## config.mk

```make
export PLATFORM = sky130hd
export DESIGN_NAME = sorted_insert
export DESIGN_NICKNAME = d
export VERILOG_FILES = /design/src/rtl/sorted_insert.sv
export SDC_FILE = /design/constraint.sdc
export NUM_CORES = 1
export LEC_CHECK = 0
export CAP_MARGIN = 20
export CORE_MARGIN = 2
export CORE_UTILIZATION = 55
export DETAILED_ROUTE_END_ITERATION = 10
export HOLD_SLACK_MARGIN = 0.03
export PLACE_DENSITY = 0.94
export SLEW_MARGIN = 20
export SYNTH_ARGS = -nofsm -noshare
export SYNTH_HDL_FRONTEND = slang
export SYNTH_SLANG_ARGS = --single-unit
export TNS_END_PERCENT = 5
```

## constraint.sdc

```tcl
create_clock -name CLOCK_50 -period 4.2 [get_ports CLOCK_50]
set_input_delay 0.84 -clock CLOCK_50 [delete_from_list [all_inputs] [get_ports CLOCK_50]]
set_output_delay 0.84 -clock CLOCK_50 [all_outputs]
set_load 0.05 [all_outputs]
```

## src/rtl/sorted_insert.sv

```systemverilog
// sorted_insert: writer side of a sorted-array RAM. Each accepted key is
// inserted into a single-port synchronous RAM so that entries [0..Count-1]
// stay in ascending unsigned order. Larger entries are moved up one slot
// (an insertion-sort step), and the key is then written into the gap.
module sorted_insert #(
  parameter int SIZE = 32,
  parameter int AW   = 5,
  parameter int DW   = 8
) (
  input  logic          CLOCK_50,
  input  logic          reset_n,
  input  logic [DW-1:0] a,
  input  logic          Start,
  input  logic          Clear,
  input  logic [DW-1:0] mem_rdata,
  output logic [AW-1:0] mem_addr,
  output logic [DW-1:0] mem_wdata,
  output logic          mem_we,
  output logic [AW-1:0] Loc,
  output logic [AW:0]   Count,
  output logic          Full,
  output logic          Busy,
  output logic          Done
);

  typedef enum logic [2:0] {
    IDLE  = 3'd0,
    READ  = 3'd1,
    CMP   = 3'd2,
    SHIFT = 3'd3,
    PLACE = 3'd4,
    DONE  = 3'd5
  } state_t;

  localparam logic [AW:0] LP_SIZE = (AW+1)'(SIZE);

  state_t        r_state;
  logic [DW-1:0] r_a_q;    // key being inserted
  logic [AW:0]   r_j;      // slot that is currently free (write index)
  logic [DW-1:0] r_d_q;    // entry read back, moved up during SHIFT
  logic [AW-1:0] r_loc;
  logic [AW:0]   r_count;
  logic          r_full;

  // j-1 is the neighbour below the free slot; it is the next entry to test.
  logic [AW:0]   w_jm1;
  assign w_jm1 = r_j - 1'b1;

  // Control FSM and datapath registers. The scan walks down from the top of
  // the valid region; each entry strictly larger than the key moves up one
  // slot. Equal entries stop the scan, so duplicates land after their equals.
  always_ff @(posedge CLOCK_50 or negedge reset_n) begin
    if (!reset_n) begin
      r_state <= IDLE;
      r_a_q   <= '0;
      r_j     <= '0;
      r_d_q   <= '0;
      r_loc   <= '0;
      r_count <= '0;
      r_full  <= 1'b0;
    end else begin
      unique case (r_state)
        IDLE: begin
          if (Clear) begin
            // Clear wins over a simultaneous Start; RAM contents are left as-is.
            r_count <= '0;
          end else if (Start) begin
            if (r_count == LP_SIZE) begin
              r_full  <= 1'b1;
              r_state <= DONE;
            end else begin
              r_a_q  <= a;
              r_full <= 1'b0;
              r_j    <= r_count;
              // An empty array needs no scan: write straight to slot 0.
              r_state <= (r_count == '0) ? PLACE : READ;
            end
          end
        end
        READ: begin
          r_state <= CMP;
        end
        CMP: begin
          r_d_q   <= mem_rdata;
          r_state <= (mem_rdata > r_a_q) ? SHIFT : PLACE;
        end
        SHIFT: begin
          r_j     <= w_jm1;
          r_state <= (w_jm1 == '0) ? PLACE : READ;
        end
        PLACE: begin
          r_loc   <= r_j[AW-1:0];
          r_count <= r_count + 1'b1;
          r_state <= DONE;
        end
        DONE: begin
          r_state <= IDLE;
        end
        default: begin
          r_state <= IDLE;
        end
      endcase
    end
  end

  // RAM port decode: purely from state and registers so mem_we falls as soon
  // as reset asserts, and nothing ever depends combinationally on mem_rdata.
  always_comb begin
    mem_addr  = '0;
    mem_wdata = '0;
    mem_we    = 1'b0;
    unique case (r_state)
      READ, CMP: begin
        mem_addr = w_jm1[AW-1:0];
      end
      SHIFT: begin
        mem_addr  = r_j[AW-1:0];
        mem_wdata = r_d_q;
        mem_we    = 1'b1;
      end
      PLACE: begin
        mem_addr  = r_j[AW-1:0];
        mem_wdata = r_a_q;
        mem_we    = 1'b1;
      end
      default: begin
        mem_addr = '0;
      end
    endcase
  end

  assign Loc   = r_loc;
  assign Count = r_count;
  assign Full  = r_full;
  assign Busy  = (r_state != IDLE);
  assign Done  = (r_state == DONE);

endmodule

```

==> impl_summary.txt, run 1 <==
----------------------------------------------------
[Die]
  Ports placed on the boundary ... 48
  Total Die Area ... 4650 um2
  Number of standard-cell rows in the floorplan ... 23
  Core ar. ... 3970 um2
  Overall die width ... 68.2 um
  Initial core utilization ... 57.1%
  Die Y-Extent ... 68.2 um

[Routing]
  Initial DRC count ... 149
  Average vias per placed instance ... 5.71
  Number of nets still failing antenna checks after routing ... 0
  Wire length per cell after detailed routing ... 15.8 um
  DRC errors left ... 0
  Number of vias after detailed routing ... 1929
  Count of TritonRoute iterations in the first routing pass ... 4
  Drt total wl ... 5330 um

[Logic synthesis]
  Mapped Cells ... 246
  Number of distinct library cells after synthesis ... 50
  Mean cell area of the mapped netlist ... 9.21 um2
  YS warnings ... 0
  Register bit total from synthesis ... 37
  Flip-flop cell with the highest count after synthesis ... dfrtp_1
  EDFF count, synth ... 0
  Async set or reset register ratio after synthesis ... 100%
  Synth Cell Area ... 2270 um2
  Post-synthesis net count ... 278
  Post-synthesis sequential area ratio ... 40.9%

[Critical path]
  Reg-to-reg setup timing slack ... 2.04 ns
  Kind of critical path ... flop to output pin
  Kind of capture point of the worst setup path ... output pin
  Reg2Reg Capture Point ... r_j[2]
  FF-to-FF Start ... r_state[0]
  Worst path required time ... 3.36 ns
  Data arrival time of the critical path ... 2.86 ns
  Kind of launch point of the worst setup path ... flop
  Biggest fanout along the worst timing path ... 20
  Worst R2R Path Depth ... 5

[Clocking]
  Clock root buffer ... clkbuf_8
  Deepest clock path buffer count ... 2
  CTS tree ... built
  CTS buffer count ... 5
  Clock sink count ... 37
  Post-CTS setup buffers ... 0
  Number of hold-repair buffers added at the cts stage ... 0
  H-Tree Level Count ... 2
  Resize count post-CTS ... 0
  Clock latency on the worst-skew pair ... 0.30 ns
  Clock slew at reported path FFs ... 0.07 ns

[GRT]
  Global-route wire length before repair ... 8570 um
  Antenna violations before repair ... 0
  Largest net degree at the start of global routing ... 38
  Overflow left after global routing ... 0
  Via count of the first global-routing pass ... 1904
  GRT Total Usage ... 25.4%

[Cells and area]
  Post-layout net count ... 320
  Proportion of layout cells with a drive suffix above 1 ... 11.1%
  Top library cells by usage in the layout, fill and taps aside ... clkdlybuf4s50_1, nand2_1, dfrtp_1
  Count of non-filler cells in the finished layout ... 338
  Area Growth Syn to Fin ... 24.4%
  Most common cell after layout, fill and taps aside ... clkdlybuf4s50_1
  Diodes inserted ... 0
  Post-layout instance area ... 2820 um2
  Finished Core Util ... 71.0%

[Outcome]
  Result of the run ... finished clean

[Placement]
  Pre-CTS setup slack ... 0.834 ns
  Placed cell count ... 331
  Cell area reported after detailed placement ... 2730 um2
  Port Buffer Count ... 47
  Routability-driven placement congestion ratio ... 0.885
  Detailed Place HPWL ... 3850 um

[Run]
  Number of maximum-capacitance violations ... 0

[Timing]
  Count of pins over their slew limit ... 0
  Remaining max-slew budget at the tightest pin ... 54.8%
  Shortest period the worst path allows ... 3.70 ns
  Fraction of the cycle the final worst path needs ... 88.1%
  Total of endpoints with negative setup slack in the final report ... 0
  Setup TNS Final ... 0 ns
  Worst Clk Skew ... 0.00755 ns
  RSZ-0062 raised after global routing ... false
  Max frequency ... 270 MHz
  Count of endpoints failing hold in the final timing report ... 0
  Worst Tran Pin Value ... 0.675 ns
  Least setup slack across all paths after layout ... 0.501 ns

[Worst hold path]
  End of the worst hold path ... Loc[3]
  Worst Min Path Start ... Loc[3]
  Hold Path Class ... flop to flop
  Min-Delay Path Depth ... 2

[Power]
  Peak VDD IR ... 0.000314 V
  Cell leakage power ... 1.20 nW
  Pwr Density ... 819 nW/um2

----------------------------------------------------
synthesized netlist by cell type (2+ instances only):
cell type   n  area, um2
a21oi_1    14       70.1
a221oi_2    3       45.0
a22oi_1     2       15.0
a32oi_1     2       17.5
and2_1      3       18.8
and2b_1     2       15.0
buf_2       9       45.0
buf_6       2       22.5
clkbuf_1    2       7.51
dfrtp_1    37        926
ha_1       12        150
inv_1      17       63.8
maj3_2      2       22.5
mux2_2      9        101
mux2i_1     2       20.0
nand2_1    43        161
nand3_1     5       25.0
nand4_1     4       25.0
nor2_1     11       41.3
nor2b_1     4       25.0
nor3_1      2       10.0
o21a_1      3       22.5
o21ai_0    21        105
o21ai_1     6       30.0
o32ai_1     2       17.5
or3_4       2       22.5
xnor2_1     2       17.5
power by group:
part           internal, W  total (W)  switching (W)
logic             0.000518    0.00136       0.000844
registers         0.000513   0.000694       0.000180
clock network     0.000130   0.000251       0.000120
total              0.00116    0.00231        0.00115
metal layers:
layer	GRT usage [%]	vias to the layer above	routed length, um
met5	0	-	0
met4	12.0	0	128
met3	5.76	12	302
met2	41.5	74	2610
met1	31.8	910	2290
li1	-	933	-
sequential cells by signal, indices dropped and copies added (netlist names):
register  count
r_a_q         8
r_d_q         8
Count         6
r_j           6
Loc           5
r_state       3
Full          1
layout make-up:
cell class | instances | area [um2]
Tap cell | 50 | 62.6
Timing Repair Buffer | 49 | 485
Inverter | 18 | 67.6
Clock buffer | 7 | 86.3
Multi-Input combinational cell | 177 | 1190
Sequential cell | 37 | 926
Fill cell | 303 | 1150
through the flow:
step / power [W] / hold slack [ns]
2_1_floorplan: 0.00168 / 0.480
3_3_place_gp: 0.00200 / 0.458
3_5_place_dp: 0.00205 / 0.472
4_1_cts: 0.00231 / 0.489
5_1_grt: 0.00245 / 0.506
6_report: 0.00231 / 0.484
cell families after synthesis:
kind of cell | count (synthesis) | synth area share [%]
buffers and inverters | 32 | 6.63
AOI/OAI and AO/OA | 62 | 18.1
DFF | 37 | 40.9
muxes | 11 | 5.36
adders and majority gates | 15 | 8.06
and+or+nand+nor | 87 | 20.3
xor gates and xnor gates | 2 | 0.773
worst max-delay path by stage:
stage / start / endpoint / slack (ns) / cells after the start
2_1_floorplan: r_j[0] / mem_addr[2] / 0.98 / 8
3_3_place_gp: r_state[1] / mem_addr[1] / 0.84 / 5
3_5_place_dp: r_state[1] / mem_addr[1] / 0.83 / 5
4_1_cts: r_state[1] / mem_addr[1] / 0.50 / 5
5_1_grt: r_state[1] / mem_addr[1] / 0.38 / 5
6_report: r_state[1] / mem_addr[1] / 0.50 / 5
critical path: stages, from the launching register on:
cell and delay, ns:
dfrtp_1 0.58, or3b_1 0.75, nand2_1 0.20, nand2_1 0.07
o31ai_1 0.09, clkdlybuf4s50_1 0.86
(Power assumes the default switching activity.)
==> run 2, diff against run 1 <==
--- a/config.mk
+++ b/config.mk
@@ -6,7 +6,6 @@
 export NUM_CORES = 1
 export LEC_CHECK = 0
 export CAP_MARGIN = 20
-export CORE_MARGIN = 2
 export CORE_UTILIZATION = 55
 export DETAILED_ROUTE_END_ITERATION = 10
 export HOLD_SLACK_MARGIN = 0.03
==> constraint.sdc (replaced) <==
create_clock -name CLOCK_50 -period 4.2 [get_ports CLOCK_50]
set_input_delay 0.42 -clock CLOCK_50 [delete_from_list [all_inputs] [get_ports CLOCK_50]]
set_output_delay 0.42 -clock CLOCK_50 [all_outputs]
set_load 0.05 [all_outputs]
==> run 2 against run 1 <==
  * Utilization increased by 3.4 points
  * Via count about the same
  * Clock power increased by 18%
  * Sequential share of layout area decreased by 0.087 points
  * Critical endpoint is now mem_wdata[7]
  * Largest cell class unchanged
==> impl_summary.txt, run 2 (synthesized netlist as in run 1, its figures left out) <==
----------------------------------------------------
[Outcome]
  Result of the run ... finished clean

[Timing]
  Count of endpoints failing hold in the final timing report ... 0
  Worst Tran Pin Value ... 0.953 ns
  Remaining max-slew budget at the tightest pin ... 36.3%
  Setup TNS Final ... 0 ns
  RSZ-0062 raised after global routing ... false
  Worst Clk Skew ... 0.00743 ns
  Least setup slack across all paths after layout ... 0.861 ns
  Count of pins over their slew limit ... 0
  Total of endpoints with negative setup slack in the final report ... 0
  Fraction of the cycle the final worst path needs ... 79.5%
  Shortest period the worst path allows ... 3.34 ns
  Max frequency ... 299 MHz

[Clocking]
  Clock sink count ... 37
  Number of hold-repair buffers added at the cts stage ... 0
  Resize count post-CTS ... 0
  Clock slew at reported path FFs ... 0.07 ns
  Clock latency on the worst-skew pair ... 0.29 ns
  Post-CTS setup buffers ... 0
  Clock root buffer ... clkbuf_8
  H-Tree Level Count ... 2
  CTS tree ... built
  CTS buffer count ... 5
  Deepest clock path buffer count ... 2

[GRT]
  Global-route wire length before repair ... 8760 um
  Largest net degree at the start of global routing ... 38
  GRT Total Usage ... 26.9%
  Antenna violations before repair ... 0
  Overflow left after global routing ... 0
  Via count of the first global-routing pass ... 1816

[Die]
  Core ar. ... 3800 um2
  Die Y-Extent ... 66.2 um
  Initial core utilization ... 59.7%
  Total Die Area ... 4380 um2
  Overall die width ... 66.2 um
  Ports placed on the boundary ... 48
  Number of standard-cell rows in the floorplan ... 22

[Power]
  Pwr Density ... 829 nW/um2
  Sw Pwr ... 0.00114 W
  Peak VDD IR ... 0.000390 V
  Combinational group share of total power ... 57.9%
  Clk network pwr share ... 12.6%
  Cell leakage power ... 1.20 nW
  Switching share of power ... 48.8%
  Total chip power ... 0.00234 W
  Part of the power in registers ... 29.5%
  Internal power ... 0.00120 W

[Cells and area]
  Count of non-filler cells in the finished layout ... 335
  Post-layout net count ... 319
  Leading registers by flop count ... r_a_q (8), r_d_q (8)
  Area of the multi-input gates ... 1190 um2
  Proportion of layout cells with a drive suffix above 1 ... 11.1%
  Register Area ... 926 um2
  Most common cell after layout, fill and taps aside ... clkdlybuf4s50_1
  Area Growth Syn to Fin ... 24.7%
  Finished Core Util ... 74.4%
  Top library cells by usage in the layout, fill and taps aside ... clkdlybuf4s50_1, nand2_1, dfrtp_1
  Diodes inserted ... 0
  Filler cells ... 267

[Routing]
  Wire length per cell after detailed routing ... 15.5 um
  Count of TritonRoute iterations in the first routing pass ... 4
  Drt total wl ... 5190 um
  Average vias per placed instance ... 5.76
  Number of nets still failing antenna checks after routing ... 0
  Number of vias after detailed routing ... 1930
  Initial DRC count ... 184
  DRC errors left ... 0

[Critical path]
  Data arrival time of the critical path ... 2.92 ns
  FF-to-FF Start ... r_state[1]
  Kind of critical path ... flop to output pin
  Biggest fanout along the worst timing path ... 17
  Reg2Reg Capture Point ... r_j[2]
  Kind of capture point of the worst setup path ... output pin
  Kind of launch point of the worst setup path ... flop
  Worst path required time ... 3.78 ns
  Worst R2R Path Depth ... 6
  Reg-to-reg setup timing slack ... 1.81 ns

[Worst hold path]
  Hold Path Class ... flop to flop
  End of the worst hold path ... Loc[1]
  Min-Delay Path Depth ... 2
  Worst Min Path Start ... Loc[1]

[Placement]
  Pre-CTS setup slack ... 1.23 ns
  Port Buffer Count ... 47
  Placed cell count ... 328
  Routability-driven placement congestion ratio ... 0.873
  Detailed Place HPWL ... 3720 um

[Run]
  Number of maximum-capacitance violations ... 0

----------------------------------------------------
==> run 2: changes by cell type in the layout (fill, tap and decap cells not counted), sizes merged <==
cell    delta
bufinv     +1
clkinv     +1
buf        -1
clkbuf     -2
==> run 2: per-stage QoR <==
stage                     instance area, um2  hold WS, ns
after floorplan                         2270        0.124
after global placement                  2720        0.458
after detailed placement                2720        0.480
after CTS                               2830        0.494
after global routing                    2830        0.511
final                                   2830        0.488
==> run 2: how the worst max path moves through the flow <==
stage,from,endpoint,slack (ns),depth (start not counted)
3_5_place_dp,r_j[0],mem_addr[4],1.23,8
2_1_floorplan,r_j[0],mem_addr[2],1.40,8
3_3_place_gp,r_state[1],mem_addr[1],1.27,5
6_report,r_state[0],mem_wdata[7],0.86,5
4_1_cts,r_state[1],mem_addr[1],0.89,5
5_1_grt,r_j[0],mem_addr[4],0.71,8
==> run 2: worst max-delay path: stages (launching register included) <==
cell	delay (ns)
dfrtp_1	0.69
and2b_1	0.26
and2_1	0.58
nand2_1	0.13
o21ai_1	0.12
clkdlybuf4s50_1	0.83
==> run 2: area by class of cell <==
type,instances,share of cell area (%)
Inverter,18,2.39
Clock buffer,5,2.44
Sequential cell,37,32.8
Clock inverter,2,1.24
Timing Repair Buffer,48,16.9
Tap cell,48,2.13
Multi-Input combinational cell,177,42.1
==> run 2: metal layers <==
layer  vias up  wire length (um)  track usage (%)
li1        936                 -                -
met1       930              2320             36.2
met2        54              2560             43.2
met3        10               221             5.00
met4         0                91             9.57
met5         -                 0                0
==> run 2: power by group through the flow <==
stage / registers [W] / logic, W / clock network (W)
2_1_floorplan: 0.000731 / 0.000949 / 0
6_report: 0.000692 / 0.00136 / 0.000295
3_5_place_dp: 0.000695 / 0.00134 / 0
3_3_place_gp: 0.000680 / 0.00131 / 0
4_1_cts: 0.000690 / 0.00136 / 0.000299
5_1_grt: 0.000719 / 0.00147 / 0.000311
